[src/rtl/bounce_pkg.sv]
// Shared definitions for the button bounce emulator: state encoding, LFSR taps,
// default settle time and a counter-width helper.
package bounce_pkg;

  typedef enum logic [1:0] {
    IDLE     = 2'd0,
    BOUNCE_A = 2'd1,
    BOUNCE_B = 2'd2,
    SETTLE   = 2'd3
  } state_t;

  // Fibonacci taps 16,14,13,11 expressed as bit positions 15,13,12,10.
  localparam logic [15:0] LFSR_TAPS = 16'hB400;

  localparam int unsigned SETTLE_CYC_DEF = 64;

  function automatic int unsigned cnt_width(input int unsigned a, input int unsigned b);
    return $clog2(((a > b) ? a : b) + 1);
  endfunction

endpackage

[src/rtl/button_bounce_gen_if.sv]
// Command channel into the bounce emulator. A command transfers on a rising clk
// edge where cmd_valid && cmd_ready; cmd_ready is high only while idle.
interface button_bounce_gen_if;
  logic cmd_valid;
  logic cmd_level;
  logic cmd_ready;

  modport master (output cmd_valid, output cmd_level, input cmd_ready);
  modport slave  (input cmd_valid, input cmd_level, output cmd_ready);
endinterface

[src/rtl/button_bounce_gen_lfsr16.sv]
// 16-bit Fibonacci LFSR, free running, async active-low reset to SEED.
// A zero seed would lock up, so it is replaced by 16'h0001.
module lfsr16
  import bounce_pkg::*;
#(
  parameter logic [15:0] SEED = 16'hACE1
) (
  input  logic        clk,
  input  logic        rst_n,
  output logic [15:0] q
);

  localparam logic [15:0] SEED_EFF = (SEED == 16'h0000) ? 16'h0001 : SEED;

  always_ff @(posedge clk or negedge rst_n) begin
    if (!rst_n) q <= SEED_EFF;
    else        q <= {q[14:0], ^(q & LFSR_TAPS)};
  end

endmodule

[src/rtl/button_bounce_gen.sv]
// Bounce emulator: turns a clean level command into a glitch burst plus settle.
// Define BOUNCE_FIXED_EN for deterministic timing (n = CNT_MASK, gap = MIN_GAP).
module button_bounce_gen
  import bounce_pkg::*;
#(
  parameter int unsigned CNT_MASK   = 7,
  parameter int unsigned MIN_GAP    = 2,
  parameter int unsigned GAP_MASK   = 15,
  parameter int unsigned SETTLE_CYC = SETTLE_CYC_DEF,
  parameter logic [15:0] LFSR_SEED  = 16'hACE1
) (
  input  logic                 clk,
  input  logic                 rst_n,
  button_bounce_gen_if.slave   cmd,
  output logic                 btn_out,
  output logic                 busy,
  output logic                 done,
  output logic [3:0]           glitch_cnt,
  output state_t               dbg_state
);

  localparam int unsigned CNT_W = cnt_width(MIN_GAP + GAP_MASK, SETTLE_CYC);
  localparam logic [CNT_W-1:0] ONE         = CNT_W'(1);
  localparam logic [CNT_W-1:0] SETTLE_LOAD = CNT_W'(SETTLE_CYC);

  state_t           state;
  logic             tgt;
  logic             old;
  logic [3:0]       n_q;
  logic [CNT_W-1:0] cnt;
  logic             cmd_ready_q;
  logic [15:0]      lfsr;
  logic [3:0]       n_pick;
  logic [CNT_W-1:0] gap_pick;
  logic             unused_lfsr;

  lfsr16 #(.SEED(LFSR_SEED)) u_lfsr (
    .clk   (clk),
    .rst_n (rst_n),
    .q     (lfsr)
  );

`ifdef BOUNCE_FIXED_EN
  assign n_pick   = 4'(CNT_MASK);
  assign gap_pick = CNT_W'(MIN_GAP);
`else
  assign n_pick   = lfsr[3:0] & 4'(CNT_MASK);
  assign gap_pick = CNT_W'(MIN_GAP) + CNT_W'(lfsr[7:4] & 4'(GAP_MASK));
`endif

  assign unused_lfsr   = ^lfsr;
  assign cmd.cmd_ready = cmd_ready_q;
  assign dbg_state     = state;

  always_ff @(posedge clk or negedge rst_n) begin
    if (!rst_n) begin
      state       <= IDLE;
      tgt         <= 1'b0;
      old         <= 1'b0;
      n_q         <= 4'd0;
      cnt         <= '0;
      btn_out     <= 1'b0;
      cmd_ready_q <= 1'b1;
      busy        <= 1'b0;
      done        <= 1'b0;
      glitch_cnt  <= 4'd0;
    end else begin
      done <= 1'b0;
      case (state)
        IDLE: begin
          if (cmd.cmd_valid && cmd_ready_q) begin
            tgt         <= cmd.cmd_level;
            old         <= btn_out;
            n_q         <= n_pick;
            glitch_cnt  <= 4'd0;
            cmd_ready_q <= 1'b0;
            busy        <= 1'b1;
            if (cmd.cmd_level == btn_out) begin
              state <= SETTLE;
              cnt   <= SETTLE_LOAD;
            end else if (n_pick == 4'd0) begin
              btn_out <= cmd.cmd_level;
              state   <= SETTLE;
              cnt     <= SETTLE_LOAD;
            end else begin
              btn_out <= cmd.cmd_level;
              state   <= BOUNCE_A;
              cnt     <= gap_pick;
            end
          end
        end
        BOUNCE_A: begin
          if (cnt == ONE) begin
            btn_out <= old;
            cnt     <= gap_pick;
            state   <= BOUNCE_B;
          end else begin
            cnt <= cnt - ONE;
          end
        end
        BOUNCE_B: begin
          if (cnt == ONE) begin
            glitch_cnt <= (glitch_cnt == 4'hF) ? 4'hF : glitch_cnt + 4'd1;
            btn_out    <= tgt;
            // Burst ends once the glitch being completed is the n-th one.
            if (({1'b0, glitch_cnt} + 5'd1) == {1'b0, n_q}) begin
              state <= SETTLE;
              cnt   <= SETTLE_LOAD;
            end else begin
              state <= BOUNCE_A;
              cnt   <= gap_pick;
            end
          end else begin
            cnt <= cnt - ONE;
          end
        end
        SETTLE: begin
          if (cnt == ONE) begin
            state       <= IDLE;
            done        <= 1'b1;
            busy        <= 1'b0;
            cmd_ready_q <= 1'b1;
          end else begin
            cnt <= cnt - ONE;
          end
        end
        default: state <= IDLE;
      endcase
    end
  end

endmodule

[src/flat_wrapper.sv]
// flat-port wrapper written by rule: the top's interface ports become plain ports
module button_bounce_gen_flat import bounce_pkg::*;
#(
  parameter int unsigned CNT_MASK   = 7,
  parameter int unsigned MIN_GAP    = 2,
  parameter int unsigned GAP_MASK   = 15,
  parameter int unsigned SETTLE_CYC = SETTLE_CYC_DEF,
  parameter logic [15:0] LFSR_SEED  = 16'hACE1
)
  (clk, rst_n, btn_out, busy, done, glitch_cnt, dbg_state, cmd_cmd_valid, cmd_cmd_level, cmd_cmd_ready);
  button_bounce_gen_if cmd_i ();
  input  logic clk;
  input  logic rst_n;
  output logic btn_out;
  output logic busy;
  output logic done;
  output logic [3:0] glitch_cnt;
  output state_t dbg_state;
  input wire logic [$bits(cmd_i.cmd_valid)-1:0] cmd_cmd_valid;
  input wire logic [$bits(cmd_i.cmd_level)-1:0] cmd_cmd_level;
  output wire logic [$bits(cmd_i.cmd_ready)-1:0] cmd_cmd_ready;
  assign cmd_i.cmd_valid = cmd_cmd_valid;
  assign cmd_i.cmd_level = cmd_cmd_level;
  assign cmd_cmd_ready = cmd_i.cmd_ready;
  button_bounce_gen #(.CNT_MASK(CNT_MASK), .MIN_GAP(MIN_GAP), .GAP_MASK(GAP_MASK), .SETTLE_CYC(SETTLE_CYC), .LFSR_SEED(LFSR_SEED)) u_core (.clk(clk), .rst_n(rst_n), .cmd(cmd_i), .btn_out(btn_out), .busy(busy), .done(done), .glitch_cnt(glitch_cnt), .dbg_state(dbg_state));
endmodule
[config.mk]
export PLATFORM = sky130hd
export DESIGN_NAME = button_bounce_gen_flat
export DESIGN_NICKNAME = d
export VERILOG_FILES = /design/src/rtl/bounce_pkg.sv /design/src/rtl/button_bounce_gen_if.sv /design/src/rtl/button_bounce_gen_lfsr16.sv /design/src/rtl/button_bounce_gen.sv /design/src/flat_wrapper.sv
export SDC_FILE = /design/constraint.sdc
export NUM_CORES = 1
export LEC_CHECK = 0
export ABC_CLOCK_PERIOD_IN_PS = 6000
export CAP_MARGIN = 20
export CORE_AREA = 8 8 68 70
export CTS_CLUSTER_DIAMETER = 120
export DETAILED_ROUTE_END_ITERATION = 10
export DIE_AREA = 0 0 76 78
export PLACE_DENSITY = 0.76
export SLEW_MARGIN = 0
export SYNTH_ARGS = -nofsm -noshare
export SYNTH_HDL_FRONTEND = slang
export SYNTH_SLANG_ARGS = --single-unit
export TNS_END_PERCENT = 20
[constraint.sdc]
create_clock -name clk -period 6 [get_ports clk]
set_input_delay 1.5 -clock clk [delete_from_list [all_inputs] [get_ports clk]]
set_output_delay 1.5 -clock clk [all_outputs]
set_load 0.02 [all_outputs]
-- Yosys cells after proc, flatten, opt, wreduce, memory -nomap -nowiden
Index checks and enable logic that the tools add are counted.
- flip-flop bits (word level): 38
- reduce and logical (&&, ||, !) cells: 13
- equality and inequality tests: 13
- add/sub/neg operators: 4
- muxes and demuxes: 33
- operators by type and width (operator ; number):
    7-bit two-way mux ; 7
    7-bit one-hot mux with 4 select lines ; 1
    16-bit XOR reduction ; 1
    2-bit two-way mux ; 7
    4-bit two-way mux ; 3
    1-bit two-way mux ; 10
    2-bit by 1-bit inequality test with 1-bit output, second input constant ; 4
    2-bit one-hot mux with 4 select lines ; 1
    4-bit one-hot mux with 2 select lines ; 1
    7-bit by 1-bit == test with 1-bit output, second input constant ; 1
    7-bit by 1-bit subtractor with 7-bit output, second input constant ; 1
    3-bit AND reduction ; 2
    2-bit by 4-bit adder with 5-bit output, first input constant ; 1
    4-bit by 1-bit adder with 5-bit output, second input constant ; 1
    5-bit by 3-bit == test with 1-bit output ; 1
    5-bit AND reduction ; 1
    4-bit by 1-bit adder with 4-bit output, second input constant ; 1
    2-bit == test, second input constant ; 2
    4-bit == test, second input constant ; 1
    4-bit zero test ; 1
    2-bit inequality test, second input constant ; 2
    1-bit one-hot mux with 2 select lines ; 2
    2-bit AND reduction ; 2
    4-bit AND reduction ; 1
    7 further kinds ; 8

-- Depth between registers and ports, before layout
Gate-level depths: netlist of the first run.
- depth after elaboration: 5
- mapped depth: 8

-- Hierarchy
Synthesis of the first run repeated with hierarchy kept, for this count alone.
- cells, all modules: 191
- area, all modules: 1954.4 µm²
- modules (own cells, without submodules) (module ; seq. area each (µm²) ; cells an instance ; area each (µm²) ; instances):
    button_bounce_gen ; 551.8 ; 172 ; 1517.7 ; 1
    lfsr16 ; 410.4 ; 19 ; 436.7 ; 1

-- Least setup slack after synthesis of the first run
OpenSTA, ideal clock, no wires.
- path kind: input port to flip-flop
- start: input port cmd_cmd_valid
- end: register u_core.cnt[2]
- cell stages on the path: 4
- arrival time: 2.401 ns
- required time: 5.866 ns
- path buffers: 0
- path slack: 3.465 ns
- path through: a21boi_1 a31oi_1 a22oi_2 o221ai_2
- word-level cells in the longest chain between the ends: 3
- ends and longest elaborated chain (element ; line ; text):
    from (decl) ; flat_wrapper.sv:19 ; input wire logic [$bits(cmd_i.cmd_valid)-1:0] cmd_cmd_valid;
    1-bit logical AND ; button_bounce_gen.sv:71 ; if (cmd.cmd_valid && cmd_ready_q) begin
    2-bit by 1-bit inequality test with 1-bit output (no line) ; n/a ;
    2-bit AND reduction (no line) ; n/a ;
    to (signal assigned) ; button_bounce_gen.sv:88 ; cnt <= gap_pick;
    to (signal assigned) ; button_bounce_gen.sv:95 ; cnt <= gap_pick;
    to (signal assigned) ; button_bounce_gen.sv:98 ; cnt <= cnt - ONE;
    to (decl) ; button_bounce_gen.sv:30 ; logic [CNT_W-1:0] cnt;
No other way between the ends.
A chain may end at the register's enable or synchronous reset.

-- Final worst setup path of the first run
- start: register u_core.cmd_ready_q (netlist: u_core.cmd.cmd_ready)
- end: output port cmd_cmd_ready
- RTL lines (element ; line ; text):
    from (decl) ; button_bounce_gen.sv:31 ; logic cmd_ready_q;
    from (signal assigned) ; button_bounce_gen.sv:63 ; cmd_ready_q <= 1'b1;
    from (signal assigned) ; button_bounce_gen.sv:76 ; cmd_ready_q <= 1'b0;
    from (signal assigned) ; button_bounce_gen.sv:122 ; cmd_ready_q <= 1'b1;
    to (decl) ; flat_wrapper.sv:21 ; output wire logic [$bits(cmd_i.cmd_ready)-1:0] cmd_cmd_ready;
No word-level cell between the ends.

==> metrics.csv, run 1 <==
metric,value,unit
crit_family,buffers and inverters,
dr.pass1.iters,4,
r2r_cells,6,
slew_headroom,62.0,%
final_cells,247,
finalSetupTns,0,ps
nFillCells,292,
setup_violations,0,
die-area,5930,µm²
crit_type,flop to output pin,
placed_area,2090,µm²
path_cells,clkdlybuf4s50_1,
yosysTopAreaCell,dfrtp_1,
yosysMostFrequentCell,dfrtp_1,
min_path_type,flop to flop,
final.period_utilization,50.8,%
clk_pin_slew,120,ps
die_h,78,µm
core,3550,µm²
cp_data_arrival_time,1550,ps
gp_congestion,0.907,
rsz0062_at_grt,false,
die_w,76,µm
reg2reg_slack,3630,ps
clockRootBuffer,clkbuf_4,
status,completed,
place_hpwl,2710,µm
finalWirelength,3770,µm
hp-start,u_core.u_lfsr.q[3]$_DFF_PN0_,
vias_per_cell,5.67,
insertion_delay,350,ps
ys_seq_area_share,50.3,%
leakage,0.951,nW
syn_avg_cell_area,10.6,µm²
ys_ff_latch,38,
initial_core_util,53.8,%
met1_length,1700,µm
endpoint_kind,output pin,
syn_to_final_growth,12.5,%
yosys_warnings,0,
worstPathMaxFanout,6,
layout.nets,210,
synth-edff-count,0,
clock_sinks,38,
antenna_found_initial,0,
antenna_cells,0,
post_cts_buffers,0,
dp.cells,239,
cts_made_buffers,5,
syn_nets,193,
netlist_top_cells_count,"29 x dfrtp_1, 18 x nand2_1, 11 x inv_1",
required,4500,ps
power,0.000409,W
dr.first_iter.drc_count,135,
period_minus_slack,3050,ps
wl_met3,142,µm
final_cell_area,2150,µm²
timing.fmax,0.328,GHz
ioPinCount,14,
wl_per_cell,15.2,µm
peakVddDrop,0.196,mV
htreeDepth,2,
slowest_stage,clkdlybuf4s50_1,
skew,11.7,ps
yosys.area.top_type_share,38.0,%
cts_resized,0,
max_stage_delay,610,ps
synthArstFlopShare,100,%
yosysUniqueCellTypes,47,
worstMarginPinSlew,566,ps
maxCapViolations,0,
syn_inst,181,
grt_pass1_wl,6330,µm
wl_met2,1840,µm
hold_viol,0,
routed.top_layer,met4,
r2r_end,u_core.cnt[2]$_DFFE_PN0P_,
synth_ff_type,dfrtp_1,
drive_gt1_share,16.1,%
cts_tree,done,
syn_area,1910,µm²
std_cell_rows,22,
r2r-start,u_core.dbg_state[0]$_DFFE_PN0P_,
utilization,60.6,%
crit_buf_inv,1,
synthTopCellsByArea,"dfrtp_1 38%, dfstp_2 12%, ha_1 5.2%",
cts.path.max_buffers,2,
port_buffers,13,
grt_util_all_layers,13.2,%
drc,0,
grt_pass1_vias,1357,
ant_nets,0,
p_per_area,190,nW/µm²
grt_overflow_total,0,
route.vias.total,1401,
min_to,u_core.u_lfsr.q[4]$_DFF_PN0_,
startpoint_type,flop,
grt_max_degree,39,
drv_slew,0,
hold_path_depth,0,
cts_hold_buf,0,
==> state kept, by name (all words and copies together), names as in the netlist <==
| register | cells |
|---|---|
| u_core.tgt | 1 |
| u_core.done | 1 |
| u_core.busy | 1 |
| u_core.cnt | 7 |
| u_core.cmd.cmd_ready | 1 |
| u_core.old | 1 |
| u_core.n_q | 3 |
| u_core.u_lfsr.q | 16 |
| u_core.glitch_cnt | 4 |
| u_core.btn_out | 1 |
| u_core.dbg_state | 2 |
==> layer usage <==
layer  track usage, %  vias up
met5                0        -
li1                 -      689
met3             3.11       11
met1             15.9      674
met2             21.0       27
met4             7.84        0
==> cell families after synthesis <==
kind of cell | Yosys count | synth area share, %
AOI/OAI and AO/OA | 52 | 18.8
buffers and inverters | 15 | 3.34
adders and majority gates | 8 | 5.24
muxes | 5 | 2.94
and+or+nand+nor | 54 | 15.2
DFF | 38 | 50.3
xor gates and xnor gates | 9 | 4.12
==> cell usage in the layout, fill, tap and decap left out, types with 4 or more instances in the layout <==
| cell | n |
|---|---|
| dfrtp_1 | 29 |
| nand2_1 | 18 |
| clkdlybuf4s50_1 | 13 |
| inv_1 | 11 |
| o21ai_0 | 10 |
| dfstp_2 | 9 |
| nor2_1 | 8 |
| a21oi_1 | 8 |
| ha_1 | 8 |
| nand3_1 | 7 |
| xor2_1 | 6 |
| a31oi_1 | 6 |
| nor3_1 | 5 |
| mux2_2 | 5 |
| clkbuf_4 | 5 |
| nand2b_1 | 4 |
==> worst max path at each step <==
stage                                startpoint                         to  slack, ps  depth (start not counted)
6_report       u_core.cmd.cmd_ready$_DFFE_PN1P_              cmd_cmd_ready       2950                          1
3_5_place_dp                      cmd_cmd_valid  u_core.cnt[2]$_DFFE_PN0P_       2780                          5
5_1_grt        u_core.cmd.cmd_ready$_DFFE_PN1P_              cmd_cmd_ready       2900                          1
2_1_floorplan                     cmd_cmd_valid  u_core.cnt[2]$_DFFE_PN0P_       3460                          4
3_3_place_gp                      cmd_cmd_valid  u_core.cnt[2]$_DFFE_PN0P_       2840                          5
4_1_cts        u_core.cmd.cmd_ready$_DFFE_PN1P_              cmd_cmd_ready       2930                          1
==> power by group <==
group	switching [W]	total, W	internal [W]
Sequential	0.000000503	0.000257	0.000257
Combinational	0.00000713	0.0000109	0.00000375
Clock	0.0000848	0.000141	0.0000563
Total	0.0000924	0.000409	0.000317
==> metrics by stage <==
stage	setup slack, ps	hold WS, ps
2_1_floorplan	3460	331
3_3_place_gp	2840	339
3_5_place_dp	2780	339
4_1_cts	2930	357
5_1_grt	2900	364
6_report	2950	354
==> worst reg2reg max path: stages (launching register included) <==
cell	delay [ps]
dfrtp_1	440
inv_1	120
ha_1	520
a21boi_1	520
a31oi_1	200
a22oi_2	340
o221ai_2	120
==> final cells by class <==
cell class                      instances  area, µm²  share of cell area (%)
Clock buffer                            6       51.3                    2.39
Clock inverter                          2       12.5                   0.582
Inverter                               11       41.3                    1.92
Multi-Input combinational cell        128        886                    41.2
Sequential cell                        38        962                    44.7
Tap cell                               48       60.1                    2.79
Timing Repair Buffer                   14        138                    6.40
No activity file was read; power rests on OpenSTA's default activity.
==> run 2: changes to the inputs <==
--- a/config.mk
+++ b/config.mk
@@ -5,13 +5,13 @@
 export SDC_FILE = /design/constraint.sdc
 export NUM_CORES = 1
 export LEC_CHECK = 0
-export ABC_CLOCK_PERIOD_IN_PS = 6000
+export ABC_CLOCK_PERIOD_IN_PS = 2800
 export CAP_MARGIN = 20
-export CORE_AREA = 8 8 68 70
+export CORE_AREA = 8 8 70 72
 export CTS_CLUSTER_DIAMETER = 120
 export DETAILED_ROUTE_END_ITERATION = 10
-export DIE_AREA = 0 0 76 78
-export PLACE_DENSITY = 0.76
+export DIE_AREA = 0 0 78 80
+export PLACE_DENSITY = 0.75
 export SLEW_MARGIN = 0
 export SYNTH_ARGS = -nofsm -noshare
 export SYNTH_HDL_FRONTEND = slang
==> constraint.sdc (replaced) <==
create_clock -name clk -period 2.8 [get_ports clk]
set_input_delay 0.7 -clock clk [delete_from_list [all_inputs] [get_ports clk]]
set_output_delay 0.7 -clock clk [all_outputs]
set_load 0.02 [all_outputs]
==> run 2 against run 1 <==
Effect of this change: sequential power is 110% higher; clock power grew to 2.7 times the previous value; utilization fell by 3.8 points; worst setup slack lost 2300 ps; die area increased by 5.3%; critical endpoint unchanged; sequential share of layout area down 0.77 points; largest cell class unchanged.
==> metrics.csv, run 2 (same netlist as run 1, synthesis figures left out) <==
metric,value,unit
vias_per_cell,5.79,
drc,0,
rsz0062_at_grt,false,
clock_sinks,38,
port_buffers,13,
reg_top3,"u_core.u_lfsr.q (16), u_core.cnt (7), u_core.glitch_cnt (4)",
finalWirelength,3850,µm
wl_met2,1890,µm
cts.path.max_buffers,2,
cp_data_arrival_time,1480,ps
skew,9.97,ps
p_comb_share,2.5,%
path_cells,clkdlybuf4s50_1,
top_register,u_core.u_lfsr.q,
antenna_found_initial,0,
r2r_cells,6,
wl_per_cell,15.4,µm
place_hpwl,2760,µm
cts_hold_buf,0,
finalSetupTns,0,ps
clk_pin_slew,70,ps
die_h,80,µm
p_sw_share,20.5,%
peakVddDrop,0.260,mV
ioPinCount,14,
reg2reg_slack,690,ps
required,2100,ps
insertion_delay,290,ps
endpoint_kind,output pin,
std_cell_rows,23,
post_cts_buffers,0,
leakage,0.970,nW
cts_made_buffers,5,
hold_viol,0,
timing.fmax,0.458,GHz
clockRootBuffer,clkbuf_8,
dr.pass1.iters,4,
crit_type,flop to output pin,
die-area,6240,µm²
crit_family,buffers and inverters,
seqPwrFrac,57.9,%
final.period_utilization,77.9,%
place_ws,344,ps
hold_ws,357,ps
r2r_end,u_core.cnt[2]$_DFFE_PN0P_,
syn_to_final_growth,14.5,%
grt_overflow_total,0,
grt_pass1_wl,6650,µm
final_cells,250,
grt_util_all_layers,13.3,%
met1_length,1630,µm
die_w,78,µm
cts_resized,0,
final_cell_mix,"29 x dfrtp_1, 18 x nand2_1, 13 x clkdlybuf4s50_1, 11 x inv_1, 10 x o21ai_0",
worstMarginPinSlew,551,ps
setup_violations,0,
max_stage_delay,610,ps
slew_headroom,63.2,%
drive_gt1_share,16.0,%
cts_tree,done,
dp.cells,242,
p_int,0.000757,W
layout_setup_ws,618,ps
clock_power_share,39.6,%
p_per_area,435,nW/µm²
min_to,u_core.u_lfsr.q[10]$_DFF_PN1_,
worstPathMaxFanout,6,
maxCapViolations,0,
grt_pass1_vias,1447,
hold_path_depth,0,
largest_reg_flops,16,
initial_core_util,49.6,%
crit_buf_inv,1,
dr.first_iter.drc_count,171,
min_path_type,flop to flop,
drv_slew,0,
grt_max_degree,39,
gp_congestion,0.969,
wl_met3,265,µm
route.vias.total,1447,
antenna_cells,0,
htreeDepth,2,
final_common_cell,dfrtp_1,
routed.top_layer,met4,
ant_nets,0,
r2r-start,u_core.glitch_cnt[0]$_DFFE_PN0P_,
status,completed,
hp-start,u_core.u_lfsr.q[9]$_DFF_PN0_,
slowest_stage,clkdlybuf4s50_1,
switchingPower,0.000195,W
layout.nets,211,
core,3860,µm²
period_minus_slack,2180,ps
startpoint_type,flop,
run 2: cell count changes in the layout (fill, tap and decap cells not counted):
| cell | change |
|---|---|
| clkbuf_1 | +1 |
| clkbuf_8 | +5 |
| clkinvlp_4 | -1 |
| buf_4 | +1 |
| clkbuf_4 | -5 |
run 2: how the worst max path moves through the flow:
stage	startpoint	end	slack, ps	depth (start not counted)
after global routing	u_core.cnt[1]$_DFFE_PN0P_	u_core.dbg_state[0]$_DFFE_PN0P_	530	7
final	u_core.cmd.cmd_ready$_DFFE_PN1P_	cmd_cmd_ready	620	1
after global placement	cmd_cmd_valid	u_core.cnt[2]$_DFFE_PN0P_	410	5
after CTS	u_core.cmd.cmd_ready$_DFFE_PN1P_	cmd_cmd_ready	610	1
after detailed placement	cmd_cmd_valid	u_core.cnt[2]$_DFFE_PN0P_	340	5
after floorplan	u_core.glitch_cnt[0]$_DFFE_PN0P_	u_core.cnt[2]$_DFFE_PN0P_	800	6
run 2: cell type report:
| class | count | area, µm² |
|---|---|---|
| Tap cell | 50 | 62.6 |
| Clock buffer | 7 | 86.3 |
| Multi-Input combinational cell | 128 | 886 |
| Clock inverter | 1 | 5.00 |
| Fill cell | 340 | 1670 |
| Timing Repair Buffer | 15 | 145 |
| Inverter | 11 | 41.3 |
| Sequential cell | 38 | 962 |
run 2: stage by stage:
stage | power, W | cell area, µm² | utilization [%]
3_5_place_dp | 0.000586 | 2100 | 54.4
5_1_grt | 0.000993 | 2190 | 56.7
4_1_cts | 0.000970 | 2190 | 56.7
6_report | 0.000952 | 2190 | 56.7
2_1_floorplan | 0.000566 | 1910 | -
3_3_place_gp | 0.000584 | 2100 | 54.4
run 2: power groups by stage:
| stage | logic, W | registers [W] | clock network (W) |
|---|---|---|---|
| floorplan | 0.00000392 | 0.000562 | 0 |
| global placement | 0.0000234 | 0.000561 | 0 |
| detailed placement | 0.0000246 | 0.000561 | 0 |
| CTS | 0.0000246 | 0.000551 | 0.000394 |
| global route | 0.0000274 | 0.000551 | 0.000414 |
| finish | 0.0000234 | 0.000551 | 0.000377 |
run 2: per-layer routing:
metal  vias to the layer above  GRT usage (%)
li1                        689              -
met1                       701           14.6
met2                        51           22.6
met3                         6           4.50
met4                         0           6.11
met5                         -              0
==> run 3: changes to the inputs <==
--- a/config.mk
+++ b/config.mk
@@ -5,13 +5,13 @@
 export SDC_FILE = /design/constraint.sdc
 export NUM_CORES = 1
 export LEC_CHECK = 0
-export ABC_CLOCK_PERIOD_IN_PS = 2800
+export ABC_CLOCK_PERIOD_IN_PS = 2060
 export CAP_MARGIN = 20
-export CORE_AREA = 8 8 70 72
+export CORE_AREA = 8 8 68 70
 export CTS_CLUSTER_DIAMETER = 120
 export DETAILED_ROUTE_END_ITERATION = 10
-export DIE_AREA = 0 0 78 80
-export PLACE_DENSITY = 0.75
+export DIE_AREA = 0 0 76 78
+export PLACE_DENSITY = 0.76
 export SLEW_MARGIN = 0
 export SYNTH_ARGS = -nofsm -noshare
 export SYNTH_HDL_FRONTEND = slang
==> constraint.sdc (replaced) <==
create_clock -name clk -period 2.06 [get_ports clk]
set_input_delay 0.515 -clock clk [delete_from_list [all_inputs] [get_ports clk]]
set_output_delay 0.515 -clock clk [all_outputs]
set_load 0.02 [all_outputs]
==> run 3 against run 2 <==
Effect of this change: worst setup slack worse by 550 ps; die area is 5.0% lower; sequential share of layout area is 1.2 points lower; critical path type unchanged.
==> metrics.csv, run 3 (same netlist as run 1, synthesis figures left out) <==
metric,value,unit
regArea,962,µm²
htreeDepth,2,
initial_core_util,53.8,%
final_common_cell,dfrtp_1,
max_stage_delay,670,ps
peakVddDrop,0.486,mV
dp.cells,251,
required,1540,ps
worstPathMaxFanout,7,
die-area,5930,µm²
core,3550,µm²
skew,7.34,ps
multiInputGateArea,891,µm²
min_path_type,flop to flop,
place_hpwl,3030,µm
cts.path.max_buffers,2,
clockRootBuffer,clkbuf_4,
grt_util_all_layers,14.0,%
die_h,78,µm
startpoint,u_core.glitch_cnt[2]$_DFFE_PN0P_,
r2r-start,u_core.glitch_cnt[0]$_DFFE_PN0P_,
drive_gt1_share,21.3,%
hold_ws,361,ps
dr.pass1.iters,4,
grt_max_degree,39,
insertion_delay,350,ps
top_register,u_core.u_lfsr.q,
final_cell_mix,"29 x dfrtp_1, 18 x nand2_1, 13 x buf_4, 11 x inv_1, 11 x clkdlybuf4s50_1",
crit_family,buffers and inverters,
antenna_cells,0,
wl_per_cell,15.7,µm
grt_pass1_vias,1487,
clock_sinks,38,
r2r_end,u_core.cnt[2]$_DFFE_PN0P_,
rsz0062_at_grt,true,
path_cells,clkdlybuf4s50_1,
slew_headroom,68.2,%
final_cells,259,
drc,0,
die_w,76,µm
status,completed,
antenna_found_initial,0,
worstMarginPinSlew,477,ps
path_depth,1,
period_minus_slack,1990,ps
p_per_area,532,nW/µm²
endpoint_kind,output pin,
layout.nets,222,
leakage,1.03,nW
dr.first_iter.drc_count,109,
cp_data_arrival_time,1480,ps
vias_per_cell,5.83,
clk_pin_slew,110,ps
r2r_cells,6,
ioPinCount,14,
grt_pass1_wl,6760,µm
nFillCells,259,
post_cts_buffers,0,
route.vias.total,1511,
crit_buf_inv,1,
drv_slew,0,
finalWirelength,4070,µm
reg_top3,"u_core.u_lfsr.q (16), u_core.cnt (7), u_core.glitch_cnt (4)",
reg2reg_slack,70,ps
ant_nets,0,
setup_violations,0,
syn_to_final_growth,17.5,%
critPathCapture,glitch_cnt[2],
largest_reg_flops,16,
startpoint_type,flop,
crit_type,flop to output pin,
timing.fmax,0.501,GHz
final.period_utilization,96.8,%
port_buffers,13,
maxCapViolations,0,
grt_overflow_total,0,
cts_made_buffers,5,
gp_congestion,0.901,
cts_tree,done,
slowest_stage,clkdlybuf4s50_1,
hold_viol,0,
std_cell_rows,22,
-- run 3: cell count changes in the layout (fill, tap and decap cells not counted), sizes merged --
cell and change:
dlymetal6s2s +1, dlygate4sd2 +1, clkinvlp +1, buf +11, clkdlybuf4s50 -2, clkbuf -1
-- run 3: report_power, final --
part           internal (W)  total (W)  switching, W
Clock              0.000164   0.000412      0.000248
Combinational     0.0000121  0.0000337     0.0000216
Sequential         0.000748   0.000749    0.00000149
-- run 3: what timing repair did --
action                     4_1_cts  5_1_grt
hold buffers                     0        0
hold endpoints to repair         0        0
gates resized for setup          1        2
setup endpoints to repair        1        8
gates cloned                     0        0
-- run 3: area by class of cell --
type,instances,area share (%)
sequential,38,42.8
tap,48,2.67
inverter,11,1.84
multi-input combinational,128,39.6
clock inverter,2,0.557
clock buffer,6,2.28
timing repair buffer,26,10.2
-- run 3: metrics by stage --
stage	setup TNS (ps)	setup WS (ps)	util (%)	cell area, µm²	power [W]
final	0	65.1	63.3	2250	0.00120
after global routing	-32.2	-22.0	63.3	2250	0.00124
after CTS	0	16.0	63.1	2240	0.00122
after detailed placement	-92.2	-45.3	61.3	2180	0.000797
after global placement	0	10.1	61.3	2180	0.000796
after floorplan	0	58.3	-	1910	0.000769
-- run 3: worst min path at each step --
stage	startpoint	end	slack (ps)	depth (start not counted)
5_1_grt	u_core.u_lfsr.q[9]$_DFF_PN0_	u_core.u_lfsr.q[10]$_DFF_PN1_	380	0
4_1_cts	u_core.u_lfsr.q[9]$_DFF_PN0_	u_core.u_lfsr.q[10]$_DFF_PN1_	370	0
6_report	u_core.u_lfsr.q[3]$_DFF_PN0_	u_core.u_lfsr.q[4]$_DFF_PN0_	360	0
3_5_place_dp	u_core.u_lfsr.q[9]$_DFF_PN0_	u_core.u_lfsr.q[10]$_DFF_PN1_	340	0
3_3_place_gp	u_core.u_lfsr.q[14]$_DFF_PN0_	u_core.u_lfsr.q[15]$_DFF_PN1_	340	0
2_1_floorplan	rst_n	u_core.btn_out$_DFFE_PN0P_	220	0
-- run 3: metal layers --
| layer | track usage (%) | routed length [µm] |
|---|---|---|
| met3 | 4.03 | 210 |
| met5 | 0 | 0 |
| met2 | 24.2 | 2040 |
| met1 | 15.2 | 1740 |
| met4 | 7.45 | 76 |
